===== src/rtl/cs3220_pkg.sv =====
// Shared types and widths for the cs3220 pipeline stages.
package cs3220_pkg;

  localparam int REG_W = 4;
  localparam int XLEN  = 32;

  typedef enum logic [1:0] {
    KIND_ALU   = 2'd0,
    KIND_LOAD  = 2'd1,
    KIND_STORE = 2'd2,
    KIND_NOP   = 2'd3
  } exec_kind_t;

  typedef enum logic [1:0] {
    IDLE = 2'd0,
    REQ  = 2'd1,
    WAIT = 2'd2
  } mem_state_t;

endpackage


===== src/rtl/memory_stage.sv =====
// Memory pipeline stage: retires ALU results, runs word loads/stores over a
// strobe/valid data-memory handshake and drives the register-file write port.
//
// state | meaning
// IDLE  | accepting instructions; ALU/NOP/misaligned retire here
// REQ   | one-cycle request strobe on the data-memory bus
// WAIT  | request held stable, waiting for response or timeout
module memory_stage
  import cs3220_pkg::*;
#(
  parameter int TIMEOUT_CYCLES = 64,
  parameter int TMR_W          = 7
) (
  input  logic              i_clk,
  input  logic              i_reset,
  input  logic              exec_valid,
  input  logic [1:0]        exec_kind,
  input  logic [REG_W-1:0]  exec_rd,
  input  logic [XLEN-1:0]   exec_result,
  input  logic [XLEN-1:0]   exec_store_data,
  output logic              mem_stall,
  output logic [XLEN-1:0]   dmem_req_addr,
  output logic              dmem_req_stb,
  output logic              dmem_req_we,
  output logic [XLEN-1:0]   dmem_req_wdata,
  input  logic              dmem_resp_valid,
  input  logic [XLEN-1:0]   dmem_resp_data,
  output logic [REG_W-1:0]  wr_addr,
  output logic [XLEN-1:0]   wr_data,
  output logic [REG_W-1:0]  fwd_b_addr,
  output logic [XLEN-1:0]   fwd_b_val,
  output logic              mem_misalign,
  output logic              mem_fault
);

  mem_state_t       state;
  logic [TMR_W-1:0] timer;
  logic [REG_W-1:0] rd_q;
  exec_kind_t       kind;

  assign kind       = exec_kind_t'(exec_kind);
  assign mem_stall  = (state != IDLE);
  assign fwd_b_addr = wr_addr;
  assign fwd_b_val  = wr_data;

  always_ff @(posedge i_clk or negedge i_reset) begin
    if (!i_reset) begin
      state          <= IDLE;
      timer          <= '0;
      rd_q           <= '0;
      dmem_req_addr  <= '0;
      dmem_req_stb   <= 1'b0;
      dmem_req_we    <= 1'b0;
      dmem_req_wdata <= '0;
      wr_addr        <= '0;
      wr_data        <= '0;
      mem_misalign   <= 1'b0;
      mem_fault      <= 1'b0;
    end else begin
      wr_addr      <= '0;
      mem_misalign <= 1'b0;
      dmem_req_stb <= 1'b0;
      case (state)
        IDLE: begin
          if (exec_valid) begin
            case (kind)
              KIND_ALU: begin
                wr_addr <= exec_rd;
                wr_data <= exec_result;
              end
              KIND_LOAD, KIND_STORE: begin
                if (exec_result[1:0] != 2'b00) begin
                  mem_misalign <= 1'b1;
                end else begin
                  state          <= REQ;
                  dmem_req_stb   <= 1'b1;
                  dmem_req_addr  <= exec_result;
                  dmem_req_we    <= (kind == KIND_STORE);
                  dmem_req_wdata <= exec_store_data;
                  rd_q           <= exec_rd;
                end
              end
              default: ;
            endcase
          end
        end
        REQ, WAIT: begin
          // A response arriving during the strobe cycle completes immediately.
          if (dmem_resp_valid) begin
            if (!dmem_req_we) begin
              wr_addr <= rd_q;
              wr_data <= dmem_resp_data;
            end
            state <= IDLE;
            timer <= '0;
          end else if (state == REQ) begin
            state <= WAIT;
            timer <= '0;
          end else if (timer == TMR_W'(TIMEOUT_CYCLES - 1)) begin
            mem_fault <= 1'b1;
            state     <= IDLE;
            timer     <= '0;
          end else begin
            timer <= timer + 1'b1;
          end
        end
        default: state <= IDLE;
      endcase
    end
  end

endmodule

===== config.mk =====
export PLATFORM = sky130hd
export DESIGN_NAME = memory_stage
export DESIGN_NICKNAME = d
export VERILOG_FILES = /design/src/rtl/cs3220_pkg.sv /design/src/rtl/memory_stage.sv
export SDC_FILE = /design/constraint.sdc
export NUM_CORES = 1
export LEC_CHECK = 0
export ABC_CLOCK_PERIOD_IN_PS = 2290
export CAP_MARGIN = 20
export CORE_UTILIZATION = 35
export CTS_BUF_LIST = sky130_fd_sc_hd__clkbuf_8
export DETAILED_ROUTE_END_ITERATION = 8
export GPL_ROUTABILITY_DRIVEN = 0
export GPL_TIMING_DRIVEN = 0
export HOLD_SLACK_MARGIN = 0.1
export PLACE_DENSITY = 0.69
export SYNTH_ARGS = -nofsm -noshare
export SYNTH_HDL_FRONTEND = slang
export SYNTH_SLANG_ARGS = --single-unit

===== constraint.sdc =====
create_clock -name i_clk -period 2.29 [get_ports i_clk]
set_input_delay 0.687 -clock i_clk [delete_from_list [all_inputs] [get_ports i_clk]]
set_output_delay 0.687 -clock i_clk [all_outputs]
set_load 0.1 [all_outputs]

# Yosys cells after proc, flatten, opt, wreduce, memory -nomap -nowiden
# Index checks and enable logic that the tools add are counted.
dict set report word_totals {
  regBits 117
  out_inout_bits 141
  wordCells 66
}
dict set report classes {
  add_sub_neg 1
  n_eq_ne 12
  n_mux 28
  bitwise 3
  n_reduce_logical 11
}
# cell n
set ops {}
lappend ops {{32-bit 2-to-1 mux} 4}
lappend ops {{32-bit one-hot mux with 2 select lines} 1}
lappend ops {{7-bit 2-to-1 mux} 3}
lappend ops {{4-bit 2-to-1 mux} 4}
lappend ops {{2-bit 2-to-1 mux} 6}
lappend ops {{4-bit AND reduction} 3}
lappend ops {{1-bit 2-to-1 mux} 8}
lappend ops {{2-bit inequality test (second input constant)} 4}
lappend ops {{4-bit one-hot mux with 2 select lines} 1}
lappend ops {{7-bit by 1-bit adder with 7-bit output (second input constant)} 1}
lappend ops {{7-bit by 6-bit == test with 1-bit output (second input constant)} 1}
lappend ops {{2-bit nonzero test} 3}
lappend ops {{5-bit AND reduction} 1}
lappend ops {{2-bit by 1-bit == test with 1-bit output (second input constant)} 2}
lappend ops {{2-bit == test (second input constant)} 2}
lappend ops {{2-bit zero test} 2}
lappend ops {{2-bit by 1-bit inequality test with 1-bit output (second input constant)} 2}
lappend ops {{4-bit inequality test (second input constant)} 1}
lappend ops {{2-bit one-hot mux with 2 select lines} 1}
lappend ops {{2-bit OR reduction} 2}
lappend ops {{1-bit NOT} 3}

# Logic depth before layout (Yosys ltp)
# Gate-level depths: netlist of the first run.
dict set report depth {
  ltp_word 5
  mapped_depth 9
  depth_no_buf 6
}

# Worst setup path before layout of the first run
# OpenSTA, ideal clock, no wires.
dict set report synth_path {
  kind {in2reg}
  from {input exec_kind[0]}
  to {register dmem_req_we}
  arrival_ps 2002
  setup_slack_ps 162
  cell_stages 7
  path_buffers 2
  path_cell_list {inv_1 > ha_1 > nand3_1 > or3_1 > buf_6 > buf_12 > mux2_4}
}
dict set report synth_between {
  elab_chain_cells 3
}
# element line_no
set synth_lines {}
lappend synth_lines {{start, declared} memory_stage.sv:17} ;# input logic [1:0] exec_kind,
lappend synth_lines {{2-bit == test / 2-bit by 1-bit == test with 1-bit output (equally long branches)} {memory_stage.sv:66, memory_stage.sv:78}}
lappend synth_lines {{2-bit OR reduction} memory_stage.sv:66} ;# case (kind)
lappend synth_lines {{4-bit AND reduction (no source line)} --}
lappend synth_lines {{end signal, assigned} memory_stage.sv:78} ;# dmem_req_we <= (kind == KIND_STORE);
lappend synth_lines {{end, declared} memory_stage.sv:24} ;# output logic dmem_req_we,
# Parallel ways exist; a longest one is shown, timed or not.
# A chain may end at the register's enable or synchronous reset.

# Worst setup path after layout of the first run
dict set report layout_path {
  from {input exec_kind[1]}
  to {register dmem_req_we}
}
# Same word-level chain as after synthesis.

==> results of run 1 <==
## placed cells by master, fill, tap and decap left out, types with 2 or more instances in the layout
| cell type | count |
|---|---|
| clkdlybuf4s15_2 | 140 |
| a31oi_1 | 2 |
| buf_4 | 38 |
| dfrtp_1 | 117 |
| mux2i_1 | 34 |
| buf_8 | 2 |
| clkbuf_8 | 18 |
| and3_1 | 2 |
| o21ai_0 | 5 |
| nand3_1 | 2 |
| a22oi_1 | 4 |
| clkinv_4 | 2 |
| clkdlybuf4s50_1 | 104 |
| a21oi_1 | 33 |
| nand2_1 | 8 |
| inv_1 | 8 |
| clkinvlp_4 | 3 |
| mux2_4 | 67 |
| clkinv_2 | 3 |
| buf_12 | 7 |
| bufinv_16 | 5 |
| clkbuf_4 | 3 |
| ha_1 | 4 |
| buf_2 | 6 |
| and2_1 | 2 |
| nor2_1 | 40 |
## state kept, by name, summed over array words and instances (netlist names), 2 cells and up
name,cells
rd_q,4
dmem_req_wdata,32
fwd_b_val,32
fwd_b_addr,4
dmem_req_addr,32
state,2
timer,7
## cell type report
type                    count  area (sq um)  share of cell area
plain buffers              56           494              0.0556
repair buffers            248          2680               0.302
flip-flops and latches    117          2930               0.330
clock buffers              18           248              0.0279
multi-input cells         222          2060               0.232
inverters                   8          30.0             0.00338
clock inverters            14           209              0.0235
well taps                 188           235              0.0265
## routing by layer
layer  vias to the layer above  wire length, microns
met3                        18                  1110
met4                         0                   232
met5                         -                     0
met2                       182                  7410
met1                      2015                  6170
li1                       1899                     -
## how the worst max path moves through the flow
stage,cells past startpoint,startpoint,slack (ns),to
after CTS,4,state[0],0.003,mem_stall
after global routing,8,exec_kind[1],-0.005,dmem_req_addr[6]
after detailed placement,8,exec_kind[1],-0.45,dmem_req_addr[8]
after floorplan,7,exec_kind[0],0.16,dmem_req_we
after global placement,1,i_reset,-4.05,dmem_req_addr[19]
final,8,exec_kind[1],0.06,dmem_req_we
## metrics by stage
| step | worst slack (ns) | hold slack (ns) | util | setup TNS, ns | std cells |
|---|---|---|---|---|---|
| finish | 0.0554 | 0.214 | 0.584 | 0 | 871 |
| global route | -0.00470 | 0.241 | 0.584 | -0.0114 | 871 |
| CTS | 0.00305 | 0.215 | 0.580 | 0 | 870 |
| detailed placement | -0.448 | 0.479 | 0.538 | -38.50 | 838 |
| global placement | -4.05 | 0.475 | 0.536 | -507.87 | 837 |
| floorplan | 0.162 | 0.391 | - | 0 | 403 |
## logic make-up (layout without fill, tap and decap cells)
group / Yosys count / after routing / synth area share
AND/OR/NAND/NOR: 62 / 62 / 0.0502
multiplexers: 101 / 101 / 0.247
buffers and inverters: 64 / 344 / 0.0924
AO/OA/AOI/OAI: 53 / 53 / 0.0603
adder cells (fa/ha/maj): 6 / 6 / 0.0138
flip-flops: 117 / 117 / 0.537
## worst register-to-register path: cells and delay by family, from the launching register on
family          cells  cell delay, ns
compound gates      2            0.37
fa+ha+maj           1            0.30
buf+inv             4            0.72
flops               1            0.40
simple gates        1            0.17
## what timing repair did
action | CTS | global route
pin swaps | 0 | 1
endpoints found under the setup margin | 141 | 98
buffers inserted | 0 | 1
resized for setup | 426 | 17
==> reports/metrics.csv, run 1 <==
stage,metric,value,unit
status,status,"complete, no violations",
clock_tree,cts_buffers,17,
drt,antenna_left,0,
logic_synthesis,synth.net_count,515,
setup_path,cp_slowest_cell,clkdlybuf4s50_1,
clock_tree,tritoncts,yes,
clock_tree,ctsHtreeMaxLevel,4,
grt,grt_util_all_layers,0.192,
logic_synthesis,ys_ff_latch,117,
setup_path,max_stage_delay,0.48,ns
drt,drc,0,
clock_tree,clock_path_buffers,2,
setup_path,r2r_end,fwd_b_val[29],
sta,setup_viol,0,
clock_tree,cts_hold_buf,0,
clock_tree,cts_sinks,117,
setup_path,r2r_cells,8,
cells_and_area,area_growth_syn_to_layout,62.8,%
logic_synthesis,ys_types,37,
logic_synthesis,synth_async_sr_flop_share,1.00,
drt,vias_per_cell,4.72,
die,die_h,127,microns
logic_synthesis,synth_ff_type,dfrtp_1,
setup_path,path_cells,clkdlybuf4s50_1 -> inv_1 -> ha_4 -> nand3_2 -> or3_4 -> buf_12 -> buf_12 -> mux2_4,
clock_tree,clk_pin_slew_worst_paths,0.07,ns
grt,grt_pass1_wl,23400,microns
logic_synthesis,synthTopCellsByArea,"dfrtp_1 (54%), mux2_4 (18%), mux2i_1 (6.2%)",
cells_and_area,nets,782,
logic_synthesis,syn_area,5460,sq um
sta,maxSlewViolCount,0,
setup_path,critPathLaunchType,primary input,
drt,drtPass1Iterations,4,
setup_path,r2r-start,state[0],
sta,fmax,448,MHz
placed_design,place_area,8180,sq um
die,placement_rows,45,
logic_synthesis,yosysTopAreaCell,dfrtp_1,
grt,use_met3,0.0599,
grt,grt_overflow_total,0,
setup_path,cp-end-kind,flop,
drt,wirelength,14900,microns
grt,grtUsageMet2,0.329,
grt,grt_antenna_before_repair,0,
sta,hold_violations,0,
cells_and_area,nFillCells,1233,
grt,first_global_vias,4416,
logic_synthesis,synth_common_cells,"dfrtp_1 (117), mux2_4 (67), nor2_1 (40), buf_4 (36), mux2i_1 (34)",
drt,drt_iter0_drc,149,
sta,min_period,2.23,ns
cells_and_area,antenna_cells,0,
logic_synthesis,synth_edf_count,0,
sta,tightest_slew,0.605,ns
setup_path,critPathMaxFanout,10,
die,start_util,0.359,
grt,grt_busiest_layer,met2,
placed_design,port_buffers,246,
setup_path,critPathBufInv,4,
cells_and_area,drive_above_1_share,0.445,
logic_synthesis,synth_cells,403,
sta,slew_headroom,0.596,
setup_path,critical_path_class,in -> reg,
placed_design,dp_hpwl,10900,microns
cells_and_area,design_area,8880,sq um
setup_path,crit_arrival,2.55,ns
die,die_w,127,microns
drt,vias,4114,
logic_synthesis,syn_avg_cell_area,13.5,sq um
die,dieArea,16100,sq um
setup_path,crit_top_cell,buf_12,
logic_synthesis,yosysWarnings,0,
die,core_area,15200,sq um
clock_tree,root_buffer,clkbuf_8,
setup_path,path_delay_family,buffers and inverters,
grt,grt_max_degree,60,
worst_hold_path,hp-class,in -> async,
clock_tree,clk_latency,0.44,ns
die,io_pins,247,
drt,wire_per_inst,17.1,microns
grt,met1_usage,0.227,
logic_synthesis,synth_most_common_cell,dfrtp_1,
logic_synthesis,yosysSeqAreaShare,0.537,
sta,fin_crit_sh,0.976,
setup_path,cp.required,2.61,ns
run,drv_cap,0,
sta,finClkSkew,0.00593,ns
setup_path,rrSetupSlack,0.22,ns
logic_synthesis,yosysTopAreaCellShare,0.537,
Power of run 1 is left out: the tool's default activity adds up to more than one toggle a clock period on the data nets, which glitch-free logic cannot reach.
==> run 2: changes to the inputs <==
Settings changed: CTS_BUF_LIST sky130_fd_sc_hd__clkbuf_8 to not set.
==> reports/metrics.csv, run 2 (same netlist as run 1, synthesis figures left out) <==
stage,metric,value,unit
run,drv_cap,0,
placed_design,port_buffers,246,
sta,min_period,2.25,ns
setup_path,cp-endpoint,dmem_req_stb,
setup_path,path_cells,dlygate4sd2_1,
sta,maxSlewViolCount,0,
grt,grt_util_all_layers,0.193,
setup_path,crit_cells,1,
cells_and_area,drive_above_1_share,0.442,
drt,drt_iter0_drc,145,
setup_path,cp-startpoint,dmem_req_stb,
setup_path,critical_path_class,reg -> out,
cells_and_area,seq_area,2930,sq um
sta,tightest_slew,0.948,ns
sta,fin_crit_sh,0.984,
cells_and_area,mostFrequentLayoutCells,"clkdlybuf4s15_2 (124), dfrtp_1 (117), clkdlybuf4s50_1 (103)",
cells_and_area,final_common_cell,clkdlybuf4s15_2,
cells_and_area,nets,782,
drt,wire_per_inst,17.1,microns
sta,finClkSkew,0.00527,ns
die,placement_rows,45,
drt,wirelength,14900,microns
setup_path,r2r_cells,7,
placed_design,pre_cts_ws,-0.448,ns
setup_path,r2r_end,state[0],
clock_tree,ctsHtreeMaxLevel,4,
setup_path,cp_slowest_cell,dlygate4sd2_1,
clock_tree,clk_latency,0.41,ns
clock_tree,clk_pin_slew_worst_paths,0.05,ns
clock_tree,root_buffer,clkbuf_16,
setup_path,critPathMaxFanout,1,
setup_path,cp-end-kind,primary output,
setup_path,path_delay_family,buffers and inverters,
die,die_h,127,microns
setup_path,r2r-start,state[0],
die,start_util,0.359,
cells_and_area,antenna_cells,0,
die,core_area,15200,sq um
cells_and_area,area_growth_syn_to_layout,64.2,%
setup_path,crit_arrival,1.57,ns
grt,grt_antenna_before_repair,0,
status,status,"complete, no violations",
grt,first_global_vias,4407,
setup_path,critPathLaunchType,flop,
grt,grt_max_degree,60,
die,io_pins,247,
clock_tree,clock_path_buffers,2,
drt,drtPass1Iterations,5,
setup_path,cp.required,1.60,ns
worst_hold_path,hp-class,in -> async,
cells_and_area,nFillCells,1217,
sta,setup_viol,0,
placed_design,dp_hpwl,10900,microns
die,die_w,127,microns
grt,grt_pass1_wl,23600,microns
setup_path,rrSetupSlack,0.18,ns
clock_tree,cts_buffers,17,
drt,antenna_left,0,
setup_path,critPathBufInv,1,
cells_and_area,multi_input_area,2050,sq um
clock_tree,tritoncts,yes,
sta,fmax,444,MHz
clock_tree,cts_sinks,117,
sta,slew_headroom,0.370,
sta,hold_violations,0,
drt,drc,0,
drt,vias,4107,
die,dieArea,16100,sq um
sta,fin_ws,0.0371,ns
drt,vias_per_cell,4.72,
setup_path,max_stage_delay,0.84,ns
grt,grt_overflow_total,0,
-- run 2: worst min-delay path by stage --
| stage | start | end | cells after the start |
|---|---|---|---|
| floorplan | i_reset | dmem_req_addr[0] | 0 |
| global placement | dmem_req_addr[0] | dmem_req_addr[0] | 1 |
| detailed placement | dmem_req_addr[1] | dmem_req_addr[1] | 1 |
| CTS | i_reset | dmem_req_wdata[16] | 1 |
| global route | i_reset | dmem_req_wdata[14] | 1 |
| finish | i_reset | dmem_req_wdata[16] | 1 |
-- run 2: worst register-to-register path: cells and delay by family (launching register included) --
kind,cells,cell delay [ns]
AOI/OAI and AO/OA,2,0.59
and+or+nand+nor,1,0.42
DFF,1,0.39
buffers and inverters,3,0.33
adders and majority gates,1,0.26
-- run 2: routing by layer --
layer  track usage  routed length (microns)  share of wire
met5             0                        0              0
met4        0.0623                      249          0.017
met3        0.0658                     1100          0.074
met2         0.328                     7420           0.50
met1         0.229                     6160           0.41
-- run 2: per-stage QoR --
| stage | util | cell area, sq um | std cells | TNS (ns) | hold slack (ns) |
|---|---|---|---|---|---|
| 6_report | 0.589 | 8960 | 871 | 0 | 0.242 |
| 4_1_cts | 0.592 | 9000 | 870 | 0 | 0.259 |
| 3_3_place_gp | 0.536 | 8150 | 837 | -507.87 | 0.475 |
| 2_1_floorplan | - | 5460 | 403 | 0 | 0.391 |
| 5_1_grt | 0.589 | 8960 | 871 | -0.00423 | 0.279 |
| 3_5_place_dp | 0.538 | 8180 | 838 | -38.50 | 0.479 |
-- run 2: cell type report --
type | instances | area share
multi-input combinational | 222 | 0.228
timing repair buffer | 248 | 0.289
clock inverter | 13 | 0.0229
sequential | 117 | 0.327
clock buffer | 19 | 0.0494
buffer | 56 | 0.0543
tap | 188 | 0.0263
inverter | 8 | 0.00335
-- run 2: timing repair --
item                       4_1_cts  5_1_grt
gates resized for setup        413       23
hold buffers                     0        0
buffers inserted                 0        1
setup endpoints to repair      149      113
pin swaps                        0        1
Power of run 2 is left out for the same reason.
